<file path="src/rtl/tomasulo_pkg.sv">
// Shared types for the Tomasulo front end: instruction field slices,
// the raw 16-bit instruction word and the fetch-queue entry payload.
package tomasulo_pkg;

  localparam int unsigned INSTR_W = 16;
  localparam int unsigned ADDR_W  = 32;

  // Instruction field slices within instr_t
  localparam int unsigned OPC_HI = 15;
  localparam int unsigned OPC_LO = 12;
  localparam int unsigned RS1_HI = 11;
  localparam int unsigned RS1_LO = 8;
  localparam int unsigned RS2_HI = 7;
  localparam int unsigned RS2_LO = 4;
  localparam int unsigned RD_HI  = 3;
  localparam int unsigned RD_LO  = 0;

  typedef logic [INSTR_W-1:0] instr_t;

  typedef struct packed {
    instr_t            instr;
    logic [ADDR_W-1:0] pc;
  } fq_entry_t;

endpackage

</file>
<file path="src/rtl/fq_fifo.sv">
// DEPTH-entry storage for the fetch queue.
// Ports:
//   clk1, rst        - clock, synchronous active-high reset
//   clear            - drop all entries (overrides push/pop)
//   push, push_data  - write an entry at the tail
//   pop              - retire the head entry
//   count            - current occupancy (registered)
//   count_nxt_c      - occupancy after this edge
//   head_nxt_c       - head entry after this edge (same-edge write forwarded)
module fq_fifo
  import tomasulo_pkg::*;
#(
  parameter int unsigned DEPTH = 4
) (
  input  logic                       clk1,
  input  logic                       rst,
  input  logic                       clear,
  input  logic                       push,
  input  fq_entry_t                  push_data,
  input  logic                       pop,
  output logic [$clog2(DEPTH):0]     count,
  output logic [$clog2(DEPTH):0]     count_nxt_c,
  output fq_entry_t                  head_nxt_c
);

  localparam int unsigned PTR_W = $clog2(DEPTH);
  localparam int unsigned CNT_W = PTR_W + 1;

  fq_entry_t          mem_q [DEPTH];
  logic [PTR_W-1:0]   head_q, head_d;
  logic [PTR_W-1:0]   tail_q, tail_d;
  logic [CNT_W-1:0]   count_q, count_d;
  logic               push_c, pop_c;

  // Pointer and occupancy update; clear wins over everything
  always_comb begin
    push_c  = push && !clear;
    pop_c   = pop && !clear;
    head_d  = head_q;
    tail_d  = tail_q;
    count_d = count_q;
    if (clear) begin
      head_d  = '0;
      tail_d  = '0;
      count_d = '0;
    end else begin
      if (push_c) tail_d = tail_q + PTR_W'(1);
      if (pop_c)  head_d = head_q + PTR_W'(1);
      case ({push_c, pop_c})
        2'b10:   count_d = count_q + CNT_W'(1);
        2'b01:   count_d = count_q - CNT_W'(1);
        default: count_d = count_q;
      endcase
    end
  end

  // Head after the edge; a write landing on the new head slot is forwarded
  always_comb begin
    head_nxt_c = mem_q[head_d];
    if (push_c && (tail_q == head_d)) head_nxt_c = push_data;
  end

  always_ff @(posedge clk1) begin
    if (rst) begin
      head_q  <= '0;
      tail_q  <= '0;
      count_q <= '0;
    end else begin
      head_q  <= head_d;
      tail_q  <= tail_d;
      count_q <= count_d;
    end
  end

  // Storage needs no reset; validity is tracked by count
  always_ff @(posedge clk1) begin
    if (push_c) mem_q[tail_q] <= push_data;
  end

  assign count       = count_q;
  assign count_nxt_c = count_d;

endmodule

</file>
<file path="src/rtl/fetch_queue.sv">
// Fetch stage: owns the PC, requests words from a 1-cycle instruction
// memory, queues the returned words and offers the decoded head to issue.
// Ports:
//   clk1, rst                 - clock, synchronous active-high reset
//   pc, imem_data             - fetch address out, read data back one cycle later
//   redirect, redirect_pc     - flush queue and restart fetch at redirect_pc
//   iss_valid/iss_ready       - issue handshake; iss_* fields are registered
//   done                      - program exhausted, queue empty, nothing in flight
//   stall_cnt, fetch_cnt      - perf counters, present only with FETCHQ_PERF_CNT_EN
module fetch_queue
  import tomasulo_pkg::*;
#(
  parameter int unsigned DEPTH    = 4,
  parameter int unsigned PROG_LEN = 6
) (
  input  logic        clk1,
  input  logic        rst,
  output logic [31:0] pc,
  input  logic [31:0] imem_data,
  input  logic        redirect,
  input  logic [31:0] redirect_pc,
  output logic        iss_valid,
  input  logic        iss_ready,
  output logic [3:0]  iss_opcode,
  output logic [3:0]  iss_rs1,
  output logic [3:0]  iss_rs2,
  output logic [3:0]  iss_rd,
  output logic [31:0] iss_pc,
`ifdef FETCHQ_PERF_CNT_EN
  output logic [31:0] stall_cnt,
  output logic [31:0] fetch_cnt,
`endif
  output logic        done
);

  localparam int unsigned CNT_W = $clog2(DEPTH) + 1;
  localparam int unsigned SUM_W = CNT_W + 1;

  logic [31:0]      pc_q, pc_d;
  logic             inflight_q, inflight_d;
  logic [31:0]      inflight_pc_q, inflight_pc_d;
  logic             iss_valid_q, iss_valid_d;
  fq_entry_t        iss_entry_q, iss_entry_d;
  logic             done_q, done_d;

  logic             fire_c, capture_c, pop_c, clear_c;
  logic [CNT_W-1:0] count, count_nxt;
  fq_entry_t        head_nxt, push_data;
  logic             unused_imem_hi;

  assign unused_imem_hi = ^imem_data[31:16];

  // Request gating; in-flight slot is reserved so a capture never overflows
  always_comb begin
    clear_c   = rst || redirect;
    fire_c    = !rst && !redirect && (pc_q < 32'(PROG_LEN)) &&
                ((SUM_W'(count) + SUM_W'(inflight_q)) < SUM_W'(DEPTH));
    capture_c = inflight_q && !clear_c;
    pop_c     = iss_valid_q && iss_ready && !clear_c;
    push_data = '{instr: instr_t'(imem_data[15:0]), pc: inflight_pc_q};
  end

  fq_fifo #(.DEPTH(DEPTH)) u_fifo (
    .clk1        (clk1),
    .rst         (rst),
    .clear       (clear_c),
    .push        (capture_c),
    .push_data   (push_data),
    .pop         (pop_c),
    .count       (count),
    .count_nxt_c (count_nxt),
    .head_nxt_c  (head_nxt)
  );

  // Next state for PC, in-flight tracking and registered issue outputs
  always_comb begin
    pc_d          = pc_q;
    inflight_d    = fire_c;
    inflight_pc_d = inflight_pc_q;
    if (redirect)    pc_d = redirect_pc;
    else if (fire_c) pc_d = pc_q + 32'd1;
    if (fire_c) inflight_pc_d = pc_q;
    iss_valid_d = (count_nxt != '0);
    // Fields hold their last value while the queue is empty
    iss_entry_d = iss_valid_d ? head_nxt : iss_entry_q;
    done_d      = (pc_d >= 32'(PROG_LEN)) && (count_nxt == '0) && !inflight_d;
  end

  always_ff @(posedge clk1) begin
    if (rst) begin
      pc_q          <= '0;
      inflight_q    <= 1'b0;
      inflight_pc_q <= '0;
      iss_valid_q   <= 1'b0;
      iss_entry_q   <= '0;
      done_q        <= 1'b0;
    end else begin
      pc_q          <= pc_d;
      inflight_q    <= inflight_d;
      inflight_pc_q <= inflight_pc_d;
      iss_valid_q   <= iss_valid_d;
      iss_entry_q   <= iss_entry_d;
      done_q        <= done_d;
    end
  end

  assign pc         = pc_q;
  assign iss_valid  = iss_valid_q;
  assign iss_opcode = iss_entry_q.instr[OPC_HI:OPC_LO];
  assign iss_rs1    = iss_entry_q.instr[RS1_HI:RS1_LO];
  assign iss_rs2    = iss_entry_q.instr[RS2_HI:RS2_LO];
  assign iss_rd     = iss_entry_q.instr[RD_HI:RD_LO];
  assign iss_pc     = iss_entry_q.pc;
  assign done       = done_q;

`ifdef FETCHQ_PERF_CNT_EN
  logic [31:0] stall_cnt_q, stall_cnt_d;
  logic [31:0] fetch_cnt_q, fetch_cnt_d;

  // Saturating perf counters; cleared only by reset
  always_comb begin
    stall_cnt_d = stall_cnt_q;
    fetch_cnt_d = fetch_cnt_q;
    if (iss_valid_q && !iss_ready && (stall_cnt_q != '1)) stall_cnt_d = stall_cnt_q + 32'd1;
    if (fire_c && (fetch_cnt_q != '1))                    fetch_cnt_d = fetch_cnt_q + 32'd1;
  end

  always_ff @(posedge clk1) begin
    if (rst) begin
      stall_cnt_q <= '0;
      fetch_cnt_q <= '0;
    end else begin
      stall_cnt_q <= stall_cnt_d;
      fetch_cnt_q <= fetch_cnt_d;
    end
  end

  assign stall_cnt = stall_cnt_q;
  assign fetch_cnt = fetch_cnt_q;
`endif

endmodule

</file>
<file path="config.mk">
export PLATFORM = sky130hd
export DESIGN_NAME = fetch_queue
export DESIGN_NICKNAME = d
export VERILOG_FILES = /design/src/rtl/tomasulo_pkg.sv /design/src/rtl/fq_fifo.sv /design/src/rtl/fetch_queue.sv
export SDC_FILE = /design/constraint.sdc
export NUM_CORES = 1
export LEC_CHECK = 0
export CAP_MARGIN = 20
export CELL_PAD_IN_SITES_DETAIL_PLACEMENT = 2
export CELL_PAD_IN_SITES_GLOBAL_PLACEMENT = 2
export CORE_ASPECT_RATIO = 1.75
export CORE_MARGIN = 2
export CORE_UTILIZATION = 42
export CTS_BUF_LIST = sky130_fd_sc_hd__clkbuf_8
export CTS_CLUSTER_SIZE = 24
export DETAILED_ROUTE_END_ITERATION = 16
export GPL_TIMING_DRIVEN = 0
export PLACE_DENSITY_LB_ADDON = 0.1
export REMOVE_ABC_BUFFERS = 1
export SYNTH_ARGS = -nofsm -noshare
export SYNTH_HDL_FRONTEND = slang
export SYNTH_SLANG_ARGS = --single-unit
</file>
<file path="constraint.sdc">
create_clock -name clk1 -period 5 [get_ports clk1]
set_clock_uncertainty 0.1 [all_clocks]
set_input_delay 1 -clock clk1 [delete_from_list [all_inputs] [get_ports clk1]]
set_output_delay 1 -clock clk1 [all_outputs]
set_load 0.01 [all_outputs]
</file>
---- Yosys cells after proc, flatten, opt, wreduce, memory -nomap -nowiden ----
Memories as Yosys holds them, arrays and structs flattened. A register that Yosys moved wholly into a read port is not among the register bits.
Cells that the tools add are included.
storage, ports and cells
  flip-flop bits (word level) ............. 74
  bits in writable memories ............... 192
  input port bits ......................... 68
  output and inout bits ................... 82
  memories ................................ 1
memory list
  name          words  width  rd ports  clocked after Yosys merged registers in  wr ports  line           text
  u_fifo.mem_q  4      48     1         1                                        1         fq_fifo.sv:29  fq_entry_t mem_q [DEPTH];
cells by class
  add/sub/neg operators ................... 6
  order comparisons ....................... 3
  equality and inequality tests ........... 2
  multiplexer cells ....................... 8
  reduce and logical (&&, ||, !) cells .... 18
operators by type and width
  kind                   number
  $mux 32                2
  $add 32x1->32 const B  1
  $ge 32x3->1 const B    1
  $lt 32x3->1 const B    1
  $logic_and 1x1->1      10
  $pmux 3 s2             1
  $add 2x1->2 const B    2
  $add 3x1->4            1
  $logic_not 1->1        4
  $lt 4x3->1 const B     1
  $mux 2                 2
  $add 3x1->3 const B    1
  $logic_not 3->1        1
  $mux 3                 1
  $reduce_bool 3->1      1
  $sub 3x1->3 const B    1
  $eq 2x1->1 const B     1
  $eq 2x2->1 const B     1
  $mux 1                 2
  $reduce_or 2->1        1
  $logic_or 1x1->1       1

---- Depth between registers and ports, before layout ----
  depth in word-level cells ............... 10
  depth in mapped cells ................... 14

---- Cells and area by module ----
A second synthesis with hierarchy kept.
second synthesis, totals
  cell total of the unflattened synthesis .. 867
  area, all modules ....................... 12182.9 µm²
by module, submodules not included
  module       times used  cells an instance  area an instance (µm²)
  fq_fifo      1           520                8221.6
  fetch_queue  1           347                3961.3

---- Worst setup path before layout ----
OpenSTA, ideal clock, no wires.
  path kind ............................... input -> register
  start point ............................. input redirect
  end point ............................... register iss_pc[19] (netlist name)
  setup time .............................. 122 ps
  arrival ................................. 3578 ps
  setup slack ............................. 1201 ps
  stages on the path ...................... 14
  path buffers ............................ 3
  cells stage by stage .................... buf_2 -> nor2_4 -> and2_1 -> inv_1 -> ha_1 -> fa_1 -> xnor2_1 -> o21a_1 -> o31ai_1 -> a41oi_1 -> clkbuf_2 -> buf_2 -> and2_1 -> a221o_1
on the way
  cells in the longest elaborated chain, start to end .. 8
RTL lines
  item                                             line                                  text
  start, declared                                  fetch_queue.sv:20                     input logic redirect,
  $logic_or 1x1->1 (*)                             fetch_queue.sv:55                     clear_c = rst || redirect;
  $logic_not 1->1                                  --
  $logic_and 1x1->1 (on tied branches)             fetch_queue.sv:59, fetch_queue.sv:58
  $logic_and 1x1->1 (on tied branches)             fq_fifo.sv:38, fq_fifo.sv:37
  $eq 2x1->1 / $eq 2x2->1 (equally long branches)  fq_fifo.sv:49                         case ({push_c, pop_c})
  $pmux 3 s2                                       fq_fifo.sv:49
  $mux 3                                           fq_fifo.sv:42                         if (clear) begin
  $reduce_bool 3->1                                fetch_queue.sv:83                     iss_valid_d = (count_nxt != '0);
Mark *: on every way between the ends. The rest lies on a longest branch, timed or not.
A chain may end at the register's enable or synchronous reset.

---- Worst setup path after layout ----
  start point ............................. input rst
  end point ............................... register iss_pc[2] (netlist name)
on the way
  cells in the longest elaborated chain, start to end .. 8
RTL lines
  item                                             line                                  text
  start, declared                                  fetch_queue.sv:17                     input logic rst,
  $logic_or 1x1->1                                 fetch_queue.sv:55
  $logic_not 1->1                                  --
  $logic_and 1x1->1 (on tied branches)             fetch_queue.sv:59, fetch_queue.sv:58
  $logic_and 1x1->1 (on tied branches)             fq_fifo.sv:38, fq_fifo.sv:37
  $eq 2x1->1 / $eq 2x2->1 (equally long branches)  fq_fifo.sv:49
  $pmux 3 s2                                       fq_fifo.sv:49
  $mux 3                                           fq_fifo.sv:42
  $reduce_bool 3->1                                fetch_queue.sv:83
Several ways; a longest one is shown, not always the timed one.

==> results <==
per-stage QoR:
step / cells / worst slack [ns] / setup TNS [ns] / utilization [%] / power [mW]
3_5_place_dp: 1164 / -0.418 / -17.32 / 49.6 / 3.00
3_3_place_gp: 1154 / -4.33 / -479.87 / 48.4 / 2.98
5_1_grt: 1250 / 0.0577 / 0 / 53.0 / 5.21
2_1_floorplan: 652 / 0.281 / 0 / - / 2.86
4_1_cts: 1250 / 0.173 / 0 / 53.0 / 5.09
6_report: 1250 / 0.254 / 0 / 53.0 / 5.03
cells in the mapped netlist (all sizes together), types with 2 or more instances:
cell type and number:
ha 6, mux4 48, nor4 11, nand4 3, inv 8, a311oi 2
a221o 48, nand3 4, o21ai 4, a211o 3, xnor2 3, and3 5
and2 79, or3 2, o21a 3, buf 15, nor2 44, nor3 5
clkbuf 24, edfxtp 192, xor2 4, nor4b 2, a21oi 4, dfxtp 122
mux2i 36
final cells by class:
class | instances | area (sq um) | area share, %
clock buffers | 57 | 785 | 5.44
clock inverters | 29 | 151 | 1.05
inverters | 8 | 32.5 | 0.225
multi-input cells | 330 | 3230 | 22.4
flip-flops and latches | 314 | 8210 | 56.9
well taps | 369 | 462 | 3.20
repair buffers | 143 | 1570 | 10.9
worst max-delay path by stage:
stage | startpoint | endpoint | slack (ns) | cells after the start
4_1_cts | rst | iss_opcode[0]$_SDFFE_PP0P_ | 0.17 | 13
5_1_grt | rst | iss_pc[2]$_SDFFE_PP0P_ | 0.06 | 13
3_5_place_dp | rst | iss_opcode[0]$_SDFFE_PP0P_ | -0.42 | 13
3_3_place_gp | redirect | iss_pc[12]$_SDFFE_PP0P_ | -4.33 | 12
2_1_floorplan | redirect | iss_opcode[0]$_SDFFE_PP0P_ | 0.28 | 11
6_report | rst | iss_pc[2]$_SDFFE_PP0P_ | 0.25 | 13
kinds of logic (layout without fill, tap and decap cells):
group	Yosys count	in the layout	synth area share [%]
buffers and inverters	47	237	1.81
flip-flops	314	314	70.9
AND/OR/NAND/NOR	162	162	7.95
XOR/XNOR	7	7	0.530
adder cells (fa/ha/maj)	7	7	0.822
multiplexers	84	84	12.5
AO/OA/AOI/OAI	70	70	5.53
report_power, final:
group          switching (mW)  internal, mW  total (mW)
combinational          0.0907        0.0926       0.183
sequential             0.0147          2.74        2.75
clock                    1.00          1.09        2.09
registers in the layout (all words and copies together), names as in the netlist:
register	count
iss_pc	32
iss_opcode	4
u_fifo.tail_q	2
iss_valid	1
iss_rd	4
u_fifo.mem_q	192
u_fifo.count	3
u_fifo.head_q	2
iss_rs1	4
iss_rs2	4
pc	32
inflight_q	1
inflight_pc_q	32
done	1
per-layer routing:
metal	GRT usage, %	vias to the layer above
met5	0	-
met3	4.90	51
met4	5.76	0
li1	-	2991
met2	39.5	170
met1	22.9	3451
worst max-delay path, stage by stage:
cell	delay, ns
buf_2	0.36
nor2_4	0.34
and2_1	0.26
inv_1	0.07
ha_1	0.24
fa_1	0.39
xnor2_1	0.17
o21a_1	0.20
o31ai_1	0.77
inv_1	0.34
nor2_4	0.55
buf_16	0.24
a221o_1	0.18
==> results by group <==
Floorplanning
  – Row Count: 80
  – Die ar.: 0.0290 sq mm
  – Top Ports: 150
  – Die width: 129 microns
  – Die Y: 224 microns
  – Core area: 0.0272 sq mm
  – Starting density of the core: 42.5%

CTS
  – Clock Latency Late Sink: 0.59 ns
  – Worst-path clk slew: 0.06 ns
  – Number of CTS-inserted buffers: 47
  – Sinks on Clock Net: 314
  – # H-tree levels: 2
  – Clk buf depth: 3
  – Cts hold-fix bufs: 0
  – CTS tree: built
  – Root buffer cell: clkbuf_8
  – Cts repair resizes: 0
  – Postcts setup bufs: 0

Cells and area
  – Layout cells sized above 1: 15.8%
  – Fill cells: 2,489
  – Area delta synth->final: 24.7%
  – Nets@finish: 919
  – Most frequent cells in the layout: edfxtp_1, clkdlybuf4s50_1, dfxtp_1
  – Most common cell after layout, fill and taps aside: edfxtp_1
  – # diodes: 0
  – Final Cell Area: 0.0144 sq mm

Routing
  – DRT Pass-1 Iters: 4
  – Total number of vias: 6,663
  – Post-DRT Antenna Nets: 0
  – Max Used Layer: met4
  – Metal3 WL: 1440 microns
  – 1st-iter DRT viols: 223
  – Vias per cell: 5.33
  – Drt total wl: 29,300 microns
  – # DRC: 0
  – Wire per inst: 23.5 microns
  – Post-Route M1 WL: 10,800 microns
  – Met2 Routed Length: 16,500 microns

Synthesis
  – Post-synth EDFFs: 192
  – Post-Syn Instances: 691
  – Top post-synthesis cells by area: edfxtp_1, dfxtp_1, mux4_2
  – Sequential area share after synthesis: 70.9%
  – Largest area contributor in the netlist: edfxtp_1
  – Yosys cell types: 45
  – Netlist Area Pre-Place: 0.0116 sq mm
  – Top FF cell, synth: edfxtp_1
  – Ys async rst share: 0%
  – Avg Cell Area, Syn: 16.8 sq um
  – Share of Yosys cell area claimed by the top area cell type: 49.8%
  – Register bit total from synthesis: 314
  – Synth Warn #: 0

Critical path
  – Startpoint Class: primary input
  – Reg-to-reg startpoint: inflight_q$_SDFF_PP0_
  – Critical path class: in -> reg
  – R2r worst-path depth: 11
  – WP data required: 5.40 ns
  – Worst EP arrival: 5.15 ns
  – R2r endpoint: iss_pc[2]$_SDFFE_PP0P_
  – Critical Path Fanout Max: 38
  – CP endpoint kind: register
  – R2R Setup Slk: 0.87 ns

GRT
  – GRT Resource Usage Total: 20.9%
  – Initial antenna violation count: 0
  – Vias in the first global route: 7,929
  – Total grt overflow: 0
  – Largest net degree at the start of global routing: 49
  – First-pass GRT wire length: 45,600 microns

Power and ir drop
  – Cell leakage power: 5.07 nW
  – Pwr dens: 348 mW/mm^2
  – Maximum vdd drop: 308 uV

Placement
  – HPWL Detailed: 18,200 microns
  – Placed cell areas: 0.0135 sq mm
  – Port bufs: 133
  – Placer Congestion: 0.701

Min path
  – Hold Path Origin: iss_rs2[1]$_SDFFE_PP0P_
  – Hold path cells: 1
  – Hold Path Sink: iss_rs2[1]$_SDFFE_PP0P_
  – Worst hold path type: reg -> reg

Timing
  – Setup-failing EPs final: 0
  – Worst slew margin relative to its limit: 39.3%
  – Fin Hold WS: 0.389 ns
  – Actual transition at the worst max-transition pin: 0.903 ns
  – Max frequency: 211 MHz
  – Final slew viol count: 0
  – Endpoints failing hold: 0
  – Final period util: 94.9%
  – Crit path time final: 4.75 ns
  – RSZ-0062 raised after global routing: no

Status
  – Status: finished, final reports clean

Run
  – Max_cap viols: 0
Power figures use the tool's default switching activity.
